===== src/rtl/dpll_pkg.sv =====
// dpll_pkg: widths shared with the loop filter and the saturating FCW adder
package dpll_pkg;
  localparam int ACC_W = 32;
  localparam int CTRL_W = 20;
  typedef struct packed {
    logic ovf;
    logic [ACC_W-1:0] sum;
  } sat_t;
  function automatic sat_t sat_add(input logic [ACC_W-1:0] a, input logic [ACC_W:0] b);
    logic [ACC_W:0] s;
    s = {1'b0, a} + b;
    return s[ACC_W] ? sat_t'{ovf: 1'b1, sum: '1} : sat_t'{ovf: 1'b0, sum: s[ACC_W-1:0]};
  endfunction
endpackage


===== src/rtl/fb_divider.sv =====
// fb_divider: toggles fb_out every DIV_N/2 accumulator wraps, frozen while en is low
module fb_divider #(
  parameter int DIV_N = 8
) (
  input  logic clk,
  input  logic rst,
  input  logic wrap_pulse,
  input  logic en,
  output logic fb_out
);
  localparam int CW = DIV_N > 2 ? $clog2(DIV_N / 2) : 1;
  localparam logic [CW-1:0] LAST = CW'(DIV_N / 2 - 1);
  logic [CW-1:0] cnt;
  always_ff @(posedge clk) begin
    if (!rst) begin
      cnt <= '0;
      fb_out <= 1'b0;
    end else if (en && wrap_pulse) begin
      cnt <= cnt == LAST ? '0 : cnt + 1'b1;
      fb_out <= cnt == LAST ? ~fb_out : fb_out;
    end
  end
endmodule


===== src/rtl/dco_nco.sv =====
// dco_nco: control word to saturated FCW, phase accumulator NCO and divided feedback clock
module dco_nco
  import dpll_pkg::*;
#(
  parameter logic [ACC_W-1:0] BASE_FCW = 32'h0100_0000,
  parameter int CTRL_SHIFT = 4,
  parameter int DIV_N = 8
) (
  input  logic              clk,
  input  logic              rst,
  input  logic              en,
  input  logic [CTRL_W-1:0] ctrl,
  input  logic              ctrl_valid,
  output logic [ACC_W-1:0]  fcw,
  output logic              nco_out,
  output logic              wrap_pulse,
  output logic              fb_out,
  output logic              sat_flag
);
  logic [ACC_W-1:0] acc;
  logic [ACC_W:0] ctrl_ext;
  sat_t nxt;
  assign ctrl_ext = {{(ACC_W + 1 - CTRL_W){1'b0}}, ctrl} << CTRL_SHIFT;
  assign nxt = sat_add(BASE_FCW, ctrl_ext);
  assign nco_out = acc[ACC_W-1];
  always_ff @(posedge clk) begin
    if (!rst) begin
      acc <= '0;
      fcw <= BASE_FCW;
      wrap_pulse <= 1'b0;
      sat_flag <= 1'b0;
    end else begin
      if (ctrl_valid) begin
        fcw <= nxt.sum;
        sat_flag <= nxt.ovf;
      end
      if (en) {wrap_pulse, acc} <= {1'b0, acc} + {1'b0, fcw};
      else wrap_pulse <= 1'b0;
    end
  end
  fb_divider #(.DIV_N(DIV_N)) u_div (
    .clk(clk),
    .rst(rst),
    .wrap_pulse(wrap_pulse),
    .en(en),
    .fb_out(fb_out)
  );
endmodule


===== config.mk =====
export PLATFORM = sky130hd
export DESIGN_NAME = dco_nco
export DESIGN_NICKNAME = d
export VERILOG_FILES = /design/src/rtl/dpll_pkg.sv /design/src/rtl/fb_divider.sv /design/src/rtl/dco_nco.sv
export SDC_FILE = /design/constraint.sdc
export NUM_CORES = 1
export LEC_CHECK = 0
export BUFFER_PORTS_ARGS = -buffer_cell sky130_fd_sc_hd__buf_2
export CORE_UTILIZATION = 44
export CTS_CLUSTER_DIAMETER = 30
export DETAILED_ROUTE_END_ITERATION = 7
export PLACE_DENSITY = 0.64
export RECOVER_POWER = 50
export SLEW_MARGIN = 30
export SYNTH_ARGS = -nofsm -noshare
export SYNTH_HDL_FRONTEND = slang
export SYNTH_HIERARCHICAL = 1
export SYNTH_SLANG_ARGS = --single-unit
export TNS_END_PERCENT = 100

===== constraint.sdc =====
create_clock -name clk -period 2.35 [get_ports clk]
set_input_delay 0.3525 -clock clk [delete_from_list [all_inputs] [get_ports clk]]
set_output_delay 0.3525 -clock clk [all_outputs]
set_load 0.05 [all_outputs]

Word-level counts from Yosys, hierarchy flattened
Index checks and enable logic that the tools add are counted.
{"block": "classes", "add_sub_neg": 3, "eq_ne": 1, "mux": 2, "bitwise": 1, "reduce_logical": 3}
{"operator": "adder 32 x 32 -> 33 bit", "n": 1}
{"operator": "two-way mux 33 bit", "n": 1}
{"operator": "adder 25 x 24 -> 26 bit (first input constant)", "n": 1}
{"operator": "AND reduction 2 bit", "n": 2}
{"operator": "adder 2 x 1 -> 2 bit (second input constant)", "n": 1}
{"operator": "equality test 2 bit (second input constant)", "n": 1}
{"operator": "two-way mux 2 bit", "n": 1}
{"operator": "logical AND 1 bit", "n": 1}
{"operator": "NOT 1 bit", "n": 1}
{"block": "totals", "ff_bits": 69, "input_bits": 24, "out_inout_bits": 36}

Depth between registers and ports, before layout
Gate-level depths: netlist of the first run.
{"block": "depth", "ltp_word": 2, "mapped_depth": 8, "ltp_nobuf": 8}

By module
The synthesis of the first run kept the hierarchy.
{"module": "dco_nco", "instances": 1, "cells_each": 371, "area_each_um2": 3186.8, "seq_area_each_um2": 980.9}
{"module": "fb_divider", "instances": 1, "cells_each": 14, "area_each_um2": 146.4, "seq_area_each_um2": 60.1}

Least setup slack after synthesis of the first run
Ideal clock, no wire load.
{"block": "synth_path", "path_kind": "reg-to-reg", "startpoint": "reg fcw[4]", "endpoint": "reg acc[18]", "setup_ns": 0.116, "arrival_time_ns": 2.277, "slack_ns": -0.042, "path_stages_with_launch": 9, "n_path_buf": 0, "cell_sequence": "dfxtp_1 > ha_1 > fa_1 > a21o_1 > a311oi_1 > o211ai_1 > a21oi_1 > mux2i_1 > a31o_1"}
{"block": "synth_via", "elab_chain_cells": 1}
{"element": "start: declaration", "line": "dco_nco.sv:14", "text": "output logic [ACC_W-1:0] fcw,"}
{"element": "start signal: assignment", "line": "dco_nco.sv:34", "text": "fcw <= nxt.sum;"}
{"element": "adder 32 x 32 -> 33 bit", "line": "dco_nco.sv:37", "text": "if (en) {wrap_pulse, acc} <= {1'b0, acc} + {1'b0, fcw};"}
{"element": "end signal: assignment", "line": "dco_nco.sv:37"}
{"element": "end: declaration", "line": "dco_nco.sv:20", "text": "logic [ACC_W-1:0] acc;"}
Every way passes these cells.
A chain may end at the register's enable or synchronous reset.

Worst setup path after layout of the first run
Ends and elaborated chain as after synthesis.

==> impl_metrics.csv, run 1 <==
group,metric,value,unit
status,status,"finished, violations left",
status,violations,"capacitance limit",
pwr,power.internal,1.62,mW
placed_design,routabilityCongestion,0.853,
floorplanning,die_area,7930,um^2
logic_synthesis,ys.warnings.count,6,
logic_synthesis,synth_top_cell_by_area,"dfxtp_1",
clock_network,cts_tree,"built",
global_route,grt_pass1_wl,11.2,mm
job,maxCapViolCount,1,
logic_synthesis,ys_seq_elements,52,
logic_synthesis,yosysSeqAreaShare,31.2,%
pwr,p_clk_share,36.8,%
critical_path,worstPathArrival,2.42,ns
timing,relSlewSlack,0.684,%
finish,drive_gt1_share,14.3,%
finish,nNetsFinal,471,
timing,max_clock_freq,451,MHz
clock_network,cts_max_level,2,
critical_path,slowest_stage,"fa_2",
floorplanning,initial_utilization,45.7,%
routing,ant_nets,0,
clock_network,clk_root_buffer_cell,"clkbuf_8",
logic_synthesis,synth_flop_cell,"dfxtp_1",
logic_synthesis,synth.distinct_cells,60,
timing,fin_setup_tns,0,ns
timing,timing.final.crit_share,94.4,%
floorplanning,coreArea,7290,um^2
logic_synthesis,netlist_instances,385,
routing,routed_wl,6.82,mm
pwr,irDropWorstVdd,238,uV
worst_hold_path,worstHoldStart,"ctrl[6]",
timing,skew,0.00917,ns
placed_design,dp_hpwl,4.89,mm
finish,finalNonFillerCells,525,
critical_path,cp_top_family,"compound AO/OA/AOI/OAI gates",
floorplanning,die_x,89.0,um
global_route,grt_antenna_before_repair,0,
worst_hold_path,holdCritPathClass,"in2reg",
global_route,grt_pass1_vias,2363,
logic_synthesis,synth_edf_count,0,
finish,final_common_cell,"dfxtp_1",
critical_path,r2r-start,"fcw[4]",
global_route,overflow,0,
critical_path,timing.rr.end,"acc[18]",
finish,post-route-util,51.8,%
timing,setup_viol,0,
timing,tightest_slew,1.49,ns
timing,period_needed,2.22,ns
floorplanning,io_pins,60,
critical_path,required,2.55,ns
critical_path,end_kind,"register",
critical_path,crit_path_max_incr_delay,0.37,ns
clock_network,cts_setup_buffers,0,
timing,hold_viol,0,
timing,maxSlewViolCount,0,
logic_synthesis,synth.cell_area,3330,um^2
pwr,p_comb_share,20.8,%
clock_network,cts.sinks,52,
pwr,seq_power_share,42.5,%
critical_path,start_kind,"register",
routing,drt-initial-drc-count,115,
critical_path,reg2reg_depth,8,
placed_design,dp.cells,517,
pwr,p_sw,0.642,mW
placed_design,io_buffers,46,
pwr,p_sw_share,28.4,%
critical_path,crit_chain,"ha_2, fa_2, a21o_1, a311oi_2, o211ai_1, a21oi_1, mux2i_1, a31o_1",
global_route,grt_use_total,18.1,%
logic_synthesis,synthTopCellsByArea,"dfxtp_1, mux2i_1, ha_1",
clock_network,clk-insertion-delay-late,0.31,ns
critical_path,crit_cells,8,
critical_path,reg2reg_slack,0.13,ns
floorplanning,num_rows,31,
routing,vias,2797,
critical_path,crit_start,"fcw[4]",
routing,routedWlPerCell,13.0,um
clock_network,cts_buffers,5,
pwr,power_leakage,1.64,nW
critical_path,critPathKind,"reg2reg",
finish,layout_common_cells,"dfxtp_1, mux2i_1, buf_2",
routing,drt-pass1-iter-count,4,
finish,antenna_cells,0,
floorplanning,die_y,89.0,um
global_route,grt_max_degree,37,
timing,rsz0062_at_grt,"false",
routing,vias_per_cell,5.33,
pwr,power_density,600,nW/um^2
logic_synthesis,yosys.area.top_type_share,31.2,%
logic_synthesis,synthArstFlopShare,0,%
finish,area_delta_synth_final,13.3,%
clock_network,clk_pin_slew,0.10,ns
timing,fin_hold_ws,0.298,ns
critical_path,endpoint,"acc[18]",
critical_path,critPathMaxFanout,4,
clock_network,cts.path.max_buffers,2,
critical_path,cp_num_buf_inv,0,
logic_synthesis,postSynthAreaPerCell,8.66,um^2
routing,drc_errors,0,
-- registers in the layout (all words and copies together) (netlist names) --
register      cells
u_div/fb_out      1
u_div/cnt         2
wrap_pulse        1
acc              28
fcw              20
-- per-stage QoR --
step,power [mW],cell area (um^2),worst slack (ns)
after detailed placement,1.45,3620,0.0133
after floorplan,1.36,3380,0.0287
after CTS,2.30,3780,0.0365
after global placement,1.44,3620,0.0482
final,2.26,3780,0.131
after global routing,2.38,3780,0.0114
-- cell usage after synthesis (3+ instances only) --
library cell and n:
xnor2_1 3, nand4_1 6, clkbuf_1 17, nand2_1 31, o21ai_1 6, and3_1 9
dfxtp_1 52, nor2_1 8, a21oi_1 24, a21o_1 8, nand2b_1 9, inv_1 6
nor2b_1 29, a31oi_1 6, buf_4 13, nand3b_1 8, o21ai_0 8, xor2_1 3
mux2i_1 35, o211ai_1 9, ha_1 21, and2_1 3, o21a_1 4, nand3_1 21
a21boi_0 3
-- per-layer routing --
| layer | global-route usage [%] | vias to the layer above | wire length, um |
|---|---|---|---|
| met2 | 29.1 | 50 | 3040 |
| met4 | 4.33 | 0 | 57 |
| met1 | 25.3 | 1289 | 3490 |
| met3 | 3.32 | 4 | 228 |
| li1 | - | 1454 | - |
| met5 | 0 | - | 0 |
-- how the worst min path moves through the flow --
stage / cells past startpoint / slack, ns / end
global route: 3 / 0.30 / fcw[10]
global placement: 2 / 0.45 / acc[26]
detailed placement: 2 / 0.46 / u_div/fb_out
floorplan: 2 / 0.44 / acc[26]
CTS: 3 / 0.29 / fcw[10]
finish: 3 / 0.30 / fcw[10]
-- area by class of cell --
type | instances | area (um^2)
Clock buffer | 5 | 68.8
Fill cell | 719 | 3520
Sequential cell | 52 | 1040
Clock inverter | 3 | 90.1
Multi-Input combinational cell | 305 | 2150
Timing Repair Buffer | 55 | 274
Inverter | 6 | 22.5
Tap cell | 99 | 124
-- logic make-up (layout without fill, tap and decap cells) --
logic type                 Yosys count  count (layout)  share of synthesized area [%]
xor gates and xnor gates             6               6                           1.58
and+or+nand+nor                    134             134                           22.1
DFF                                 52              52                           31.2
other                                2              13                          0.225
muxes                               35              35                           10.5
buffers and inverters               39              69                           6.12
adders and majority gates           22              22                           8.48
AOI/OAI and AO/OA                   95              95                           19.7
-- tightest hold or removal path: stages --
cell	delay [ns]
buf_2	0.08
mux2i_1	0.05
nor2b_1	0.09
-- what timing repair did --
| action | in CTS | in global routing |
|---|---|---|
| resized for setup | 1 | 3 |
| pin swaps | 1 | 5 |
| hold buffers | 0 | 0 |
| endpoints found under the setup margin | 2 | 7 |
-- power groups by stage --
stage / combinational, mW / clock, mW / sequential, mW
2_1_floorplan: 0.314 / 0 / 1.05
3_3_place_gp: 0.464 / 0 / 0.981
3_5_place_dp: 0.470 / 0 / 0.983
4_1_cts: 0.473 / 0.863 / 0.963
5_1_grt: 0.514 / 0.893 / 0.970
6_report: 0.470 / 0.832 / 0.962
No activity file was read; power rests on OpenSTA's default activity.
==> run 2: changes to the inputs <==
--- a/config.mk
+++ b/config.mk
@@ -6,11 +6,12 @@
 export NUM_CORES = 1
 export LEC_CHECK = 0
 export BUFFER_PORTS_ARGS = -buffer_cell sky130_fd_sc_hd__buf_2
+export CAP_MARGIN = 5
 export CORE_UTILIZATION = 44
 export CTS_CLUSTER_DIAMETER = 30
 export DETAILED_ROUTE_END_ITERATION = 7
 export PLACE_DENSITY = 0.64
-export RECOVER_POWER = 50
+export RECOVER_POWER = 100
 export SLEW_MARGIN = 30
 export SYNTH_ARGS = -nofsm -noshare
 export SYNTH_HDL_FRONTEND = slang
==> run 2 against run 1 <==
Compared with the run above:
- the run still ends with capacitance limit left
- critical path type unchanged
- critical endpoint unchanged
- design area is 0.36% lower
- critical path depth stayed put
- register-to-register slack hardly changed
- global-route usage stayed put
- highest routed layer unchanged
- sequential share of layout area is 0.10 points higher
- clock skew hardly changed
- first-iteration DRC count is 6.1% higher
==> impl_metrics.csv, run 2 (synthesized netlist as in run 1, its figures left out) <==
group,metric,value,unit
floorplanning,io_pins,60,
floorplanning,die_area,7930,um^2
floorplanning,initial_utilization,45.7,%
routing,drt-pass1-iter-count,4,
timing,fin_hold_ws,0.297,ns
status,status,"finished, violations left",
global_route,grt_max_degree,37,
pwr,p_clk_share,36.9,%
clock_network,cts_hold_buf,0,
status,violations,"capacitance limit",
floorplanning,coreArea,7290,um^2
critical_path,slowest_stage,"fa_2",
clock_network,cts_max_level,2,
worst_hold_path,holdCritPathClass,"in2reg",
global_route,gr-usage-met2,29.1,%
routing,vias_per_cell,5.32,
placed_design,routabilityCongestion,0.853,
timing,maxSlewViolCount,0,
pwr,irDropWorstVdd,238,uV
routing,routed_wl,6.81,mm
timing,hold_viol,0,
timing,setup_viol,0,
finish,top_register,"acc",
pwr,power_density,602,nW/um^2
job,maxCapViolCount,1,
clock_network,cts_tree,"built",
critical_path,crit_chain,"ha_2, fa_2, a21o_1, a311oi_2, o211ai_1, a21oi_1, mux2i_1, a31o_1",
timing,fin_setup_tns,0,ns
critical_path,cp_top_family,"compound AO/OA/AOI/OAI gates",
global_route,grt_use_total,18.1,%
routing,ant_nets,0,
pwr,p_sw,0.645,mW
pwr,seq_power_share,42.5,%
clock_network,cts_setup_buffers,0,
timing,skew,0.00921,ns
global_route,grt_use_met3,3.32,%
critical_path,critPathMaxFanout,4,
pwr,power.internal,1.62,mW
global_route,grtUsageMet1,25.3,%
finish,layout_common_cells,"dfxtp_1, mux2i_1, nand2_1",
finish,final_common_cell,"dfxtp_1",
pwr,power,2.26,mW
clock_network,cts.sinks,52,
routing,drt-initial-drc-count,122,
placed_design,io_buffers,46,
finish,antenna_cells,0,
routing,vias,2795,
timing,tightest_slew,1.49,ns
pwr,p_comb_share,20.6,%
finish,n_fill_cell,724,
clock_network,cts.path.max_buffers,2,
critical_path,critPathKind,"reg2reg",
finish,nNetsFinal,471,
global_route,grt_antenna_before_repair,0,
placed_design,dp_hpwl,4.89,mm
pwr,power_leakage,1.59,nW
timing,timing.final.crit_share,94.3,%
floorplanning,die_x,89.0,um
finish,largest_reg_flops,28,
critical_path,end_kind,"register",
timing,max_clock_freq,451,MHz
routing,routedWlPerCell,13.0,um
critical_path,required,2.56,ns
finish,area_delta_synth_final,12.9,%
timing,rsz0062_at_grt,"false",
critical_path,cp_num_buf_inv,0,
timing,relSlewSlack,0.800,%
timing,period_needed,2.22,ns
floorplanning,num_rows,31,
global_route,top_usage_layer,"met2",
critical_path,worstPathArrival,2.42,ns
global_route,overflow,0,
clock_network,clk_pin_slew,0.10,ns
finish,reg.largest.list,"acc x28, fcw x20, u_div/cnt x2",
critical_path,crit_path_max_incr_delay,0.37,ns
clock_network,clk-insertion-delay-late,0.31,ns
clock_network,clk_root_buffer_cell,"clkbuf_8",
global_route,grt_pass1_wl,11.2,mm
finish,drive_gt1_share,11.7,%
routing,drc_errors,0,
global_route,grt_pass1_vias,2363,
clock_network,cts_buffers,5,
floorplanning,die_y,89.0,um
critical_path,start_kind,"register",
pwr,p_sw_share,28.5,%
[run 2: cell count changes in the layout (fill, tap and decap cells not counted), sizes merged]
| cell | previous run | this run |
|---|---|---|
| buf | 39 | 27 |
| clkbuf | 21 | 33 |
[run 2: final timing paths]
check,start,endpoint,slack (ns),cells after the start
worst max register to register,fcw[4],acc[18],0.13,8
worst min register to register,u_div/fb_out,u_div/fb_out,0.47,2
worst min-delay path,ctrl[10],fcw[14],0.30,3
worst max-delay path,fcw[4],acc[18],0.13,8
[run 2: stage by stage]
step	setup slack, ns	instance area (um^2)	util [%]	instances
after floorplan	0.0287	3380	-	396
after global placement	0.0482	3620	49.6	517
after detailed placement	0.0133	3620	49.6	517
after CTS	0.0365	3780	51.9	525
after global routing	0.0129	3760	51.6	525
final	0.134	3760	51.6	525
[run 2: metal layers]
layer  share of wire, %  wire, um  vias up
met3                3.3       228        7
li1                   -         -     1453
met5                  0         0        -
met2                 44      3020       53
met4               0.95        65        0
met1                 51      3500     1282
[run 2: layout make-up]
class                      instances  area, um^2  area share (%)
inverter                           6        22.5           0.599
clock buffer                       5        68.8            1.83
multi-input combinational        305        2150            57.2
clock inverter                     3        90.1            2.39
timing repair buffer              55         260            6.92
tap                               99         124            3.29
sequential                        52        1040            27.7
[run 2: worst register-to-register path, cell delays in order, from the launching register on]
cell,delay (ns)
dfxtp_2,0.34
ha_2,0.19
fa_2,0.37
a21o_1,0.19
a311oi_2,0.27
o211ai_1,0.23
a21oi_1,0.23
mux2i_1,0.10
a31o_1,0.19
[run 2: timing repair]
action | 4_1_cts | 5_1_grt
pin swaps | 1 | 5
endpoints found under the setup margin | 2 | 7
cloned | 0 | 0
gates resized for setup | 1 | 3
[run 2: power by group through the flow]
stage	registers, mW	logic [mW]	clock network, mW
after floorplan	1.05	0.314	0
after global placement	0.981	0.464	0
after detailed placement	0.983	0.470	0
after CTS	0.963	0.473	0.863
after global routing	0.970	0.511	0.893
final	0.962	0.466	0.835
